[config.mk]
export PLATFORM = sky130hd
export DESIGN_NAME = mem_rd_port
export DESIGN_NICKNAME = d
export VERILOG_FILES = /design/src/rtl/mem_rd_port.sv
export SDC_FILE = /design/constraint.sdc
export NUM_CORES = 1
export LEC_CHECK = 0
export ABC_AREA = 1
export CAP_MARGIN = 10
export CORE_ASPECT_RATIO = 1.5
export CORE_UTILIZATION = 40
export CTS_CLUSTER_DIAMETER = 200
export DETAILED_ROUTE_END_ITERATION = 6
export PLACE_DENSITY = 0.84
export RECOVER_POWER = 25
export SLEW_MARGIN = 30
export SYNTH_ARGS = -nofsm -noshare
export SYNTH_HDL_FRONTEND = slang
export SYNTH_SLANG_ARGS = --single-unit
[constraint.sdc]
create_clock -name clk -period 4 [get_ports clk]
set_clock_uncertainty 0.2 [all_clocks]
set_input_delay 0.8 -clock clk [delete_from_list [all_inputs] [get_ports clk]]
set_output_delay 0.8 -clock clk [all_outputs]
set_load 0.02 [all_outputs]
[src/rtl/mem_rd_port.sv]
// Read-side memory port: strobes a registered address through WAIT wait states and captures data on mem_rdy.
// Optional: define MEM_RD_TIMEOUT_EN to abort a read after 16 consecutive stall cycles with an err pulse.
module mem_rd_port #(
   parameter int DWIDTH = 8,
   parameter int AWIDTH = 8,
   parameter int WAIT   = 1
) (
   input  logic              clk,
   input  logic              res,
   input  logic              start,
   input  logic [AWIDTH-1:0] addr,
   output logic [AWIDTH-1:0] mem_a,
   output logic              mem_rd,
   input  logic [DWIDTH-1:0] mem_d,
   input  logic              mem_rdy,
   output logic [DWIDTH-1:0] Q,
   output logic              busy,
   output logic              done,
   output logic              err
);

   typedef enum logic [1:0] {S_IDLE, S_ADDR, S_WAIT, S_SAMPLE} state_t;

   localparam logic [3:0] WAIT_LD = 4'(WAIT);

   state_t            state_q;
   logic [3:0]        waitCnt_q;
   logic [AWIDTH-1:0] memA_q;
   logic              memRd_q;
   logic [DWIDTH-1:0] data_q;
   logic              done_q;

`ifdef MEM_RD_TIMEOUT_EN
   logic [3:0] stallCnt_q;
   logic       err_q;
   assign err = err_q;
`else
   assign err = 1'b0;
`endif

   assign mem_a  = memA_q;
   assign mem_rd = memRd_q;
   assign Q      = data_q;
   assign busy   = (state_q != S_IDLE);
   assign done   = done_q;

   // An aborted read leaves data_q untouched except for the reset clear.
   always_ff @(posedge clk) begin
      if (res) begin
         state_q   <= S_IDLE;
         waitCnt_q <= '0;
         memA_q    <= '0;
         memRd_q   <= 1'b0;
         data_q    <= '0;
         done_q    <= 1'b0;
`ifdef MEM_RD_TIMEOUT_EN
         stallCnt_q <= '0;
         err_q      <= 1'b0;
`endif
      end else begin
         done_q <= 1'b0;
`ifdef MEM_RD_TIMEOUT_EN
         err_q <= 1'b0;
`endif
         case (state_q)
            S_IDLE: begin
               if (start) begin
                  memA_q  <= addr;
                  state_q <= S_ADDR;
               end
            end
            S_ADDR: begin
               memRd_q   <= 1'b1;
               waitCnt_q <= WAIT_LD;
`ifdef MEM_RD_TIMEOUT_EN
               stallCnt_q <= '0;
`endif
               if (WAIT == 0) begin
                  state_q <= S_SAMPLE;
               end else begin
                  state_q <= S_WAIT;
               end
            end
            S_WAIT: begin
               waitCnt_q <= waitCnt_q - 4'd1;
               if (waitCnt_q <= 4'd1) begin
                  state_q <= S_SAMPLE;
               end
            end
            S_SAMPLE: begin
               if (mem_rdy) begin
                  data_q  <= mem_d;
                  done_q  <= 1'b1;
                  memRd_q <= 1'b0;
                  state_q <= S_IDLE;
`ifdef MEM_RD_TIMEOUT_EN
               end else if (stallCnt_q == 4'hF) begin
                  err_q   <= 1'b1;
                  memRd_q <= 1'b0;
                  state_q <= S_IDLE;
               end else begin
                  stallCnt_q <= stallCnt_q + 4'd1;
`endif
               end
            end
            default: begin
               state_q <= S_IDLE;
            end
         endcase
      end
   end

endmodule

==> impl_metrics.csv <==
group,metric,value,unit
status,status,"finished, violations left",
status,violations,"design-rule violations",
finish,seqCellArea,480,sq um
clocking,hold_buffers,0,
finish,drive_gt1_share,5.75,%
grt,antenna_found_initial,0,
hold_path,hold_end,"Q[7]",
pwr,p_per_area,594,nW/um^2
grt,grt_pass1_vias,958,
die,coreArea,2450,sq um
grt,grt_pass1_wl,3.80,mm
clocking,clockRootBuffer,"clkbuf_4",
grt,grt_use_total,17.7,%
place,post-place-cells,194,
logic_synthesis,synth_top_flop_cell,"dfxtp_1",
worst_setup_path,reg2reg_to,"Q[2]",
route,wl,2.16,mm
logic_synthesis,ys_ff_latch,24,
die,dieArea,2780,sq um
clocking,clk_path_buf_depth,2,
pwr,power.leakage,0.000623,uW
pwr,vdd_drop_max,0.431,mV
hold_path,worstHoldStart,"Q[7]",
timing,max_freq,0.367,GHz
finish,final_cells,198,
clocking,post_cts_buffers,0,
clocking,cts_buffers,3,
logic_synthesis,yosys.area.top_type,"dfxtp_1",
clocking,cts.sinks,24,
timing,finalCriticalPeriod,2.73,ns
worst_setup_path,r2r_slack,2.14,ns
hold_path,hp-class,"register to register",
finish,final_cell_mix,"37 x clkdlybuf4s50_1, 24 x dfxtp_1, 23 x nor2_1",
clocking,h-tree-depth,1,
logic_synthesis,synth_edf_count,0,
worst_setup_path,worstPathRequired,3.00,ns
logic_synthesis,synth_top_cell_area_share,46.7,%
die,fp-row-count,22,
place,io_buffers,38,
worst_setup_path,end_kind,"output pin",
timing,fin_crit_sh,68.2,%
die,die_h,64.1,um
clocking,ctsResizeCount,0,
worst_setup_path,ff2ff_path_depth,4,
timing,max_slew_margin,45.6,%
worst_setup_path,worstSetupStartpointType,"register",
grt,gr-total-overflow,0,
logic_synthesis,ys_types,21,
logic_synthesis,synthTopCellsByArea,"dfxtp_1 47%, ha_1 8.5%, nor2_1 8.0%",
clocking,clk_pin_slew,0.13,ns
timing,hold_violations,0,
timing,setup_viol,0,
grt,grt_max_degree,15,
timing,maxSlewViolCount,0,
logic_synthesis,synth_area_per_cell,7.68,sq um
hold_path,min_path_cells,2,
finish,num-fill-cells,217,
worst_setup_path,crit_path_start,"state_q[0]",
die,ios,40,
worst_setup_path,cp_max_fo,4,
finish,multiInputGateArea,430,sq um
finish,area_delta_synth_final,42.7,%
finish,antennaDiodeCount,0,
route,routedWlPerCell,10.9,um
run,maxCapViolations,0,
die,die-width,43.4,um
finish,final_common_cell,"clkdlybuf4s50_1",
timing,fin_setup_tns,0,ns
logic_synthesis,synth_nets,161,
route,first_pass_iters,6,
route,drt_iter0_markers,28,
worst_setup_path,critPathKind,"register to output pin",
logic_synthesis,yosysSeqAreaShare,46.7,%
clocking,cts_tree,"yes",
place,routabilityCongestion,0.709,
logic_synthesis,syn_area,1030,sq um
logic_synthesis,yosysWarnings,0,
route,vias,952,
route,drcViolationCount,4,
logic_synthesis,async_flop_share,0,%
logic_synthesis,syn_inst,134,
worst_setup_path,cp.arrival,1.73,ns
timing,rsz0062_at_grt,"false",
finish,fin_nets,202,
worst_setup_path,reg2reg_from,"state_q[0]",
clocking,clk_latency,0.32,ns
timing,worst_pin_slew,0.807,ns
die,initial_core_util,42.0,%
place,dpl.hpwl,1.65,mm
route,ant_nets,0,
route,vias_per_cell,4.81,
-- worst max-delay path by stage --
stage / end / slack [ns] / depth (start not counted)
after floorplan: busy / 2.20 / 3
after global placement: busy / 1.68 / 4
after detailed placement: busy / 1.65 / 4
after CTS: busy / 1.26 / 4
after global routing: busy / 1.22 / 4
final: busy / 1.27 / 4
-- routing by layer --
metal | wire, um | vias to the layer above | track usage, %
li1 | - | 491 | -
met1 | 862 | 421 | 18.2
met2 | 1140 | 38 | 33.9
met3 | 136 | 2 | 3.11
met4 | 19 | 0 | 6.64
met5 | 0 | - | 0
-- synth_stat cells (2+ instances only) --
cell     number
nand3_1       3
inv_2         5
nand2_1      18
and3_1        2
inv_1        20
a21oi_1       6
nor2_1       22
ha_1          7
o21ai_0      16
dfxtp_1      24
-- registers in the layout, summed over array words and instances (netlist names) --
| name | cells |
|---|---|
| state_q | 2 |
| Q | 8 |
| mem_rd | 1 |
| mem_a | 8 |
| waitCnt_q | 4 |
| done | 1 |
-- per-stage QoR --
stage               util [%]  total power (uW)  worst slack (ns)  cell area [sq um]  hold WS, ns
floorplan                  -               573              2.20               1030        0.251
global placement        58.2               695              1.68               1430        0.254
detailed placement      58.2               712              1.65               1430        0.266
CTS                     60.4               891              1.26               1480        0.284
global route            59.9               935              1.22               1470        0.315
finish                  59.9               871              1.27               1470        0.280
-- cells by family after synthesis --
| kind of cell | after synthesis | synth area share (%) |
|---|---|---|
| AOI/OAI and AO/OA | 26 | 13.6 |
| buffers and inverters | 27 | 10.3 |
| other | 1 | 0.365 |
| and+or+nand+nor | 49 | 20.4 |
| DFF | 24 | 46.7 |
| adders and majority gates | 7 | 8.52 |
-- cell type report --
| cell class | instances | share of cell area, % |
|---|---|---|
| multi-input combinational | 83 | 29.3 |
| clock buffer | 3 | 1.53 |
| inverter | 25 | 6.39 |
| sequential | 24 | 32.7 |
| clock inverter | 1 | 2.05 |
| timing repair buffer | 38 | 25.9 |
| tap | 24 | 2.05 |
-- where the power goes --
part           leakage (uW)  switching [uW]  internal [uW]  total, uW
clock             0.0000279            74.8            101        176
combinational      0.000399             210            162        372
sequential         0.000197            32.5            290        323
-- critical path, stage by stage (launching register included) --
cell,delay (ns)
dfxtp_1,0.41
inv_1,0.10
ha_1,0.24
inv_1,0.06
clkdlybuf4s50_1,0.59
No activity file was read; power rests on OpenSTA's default activity.
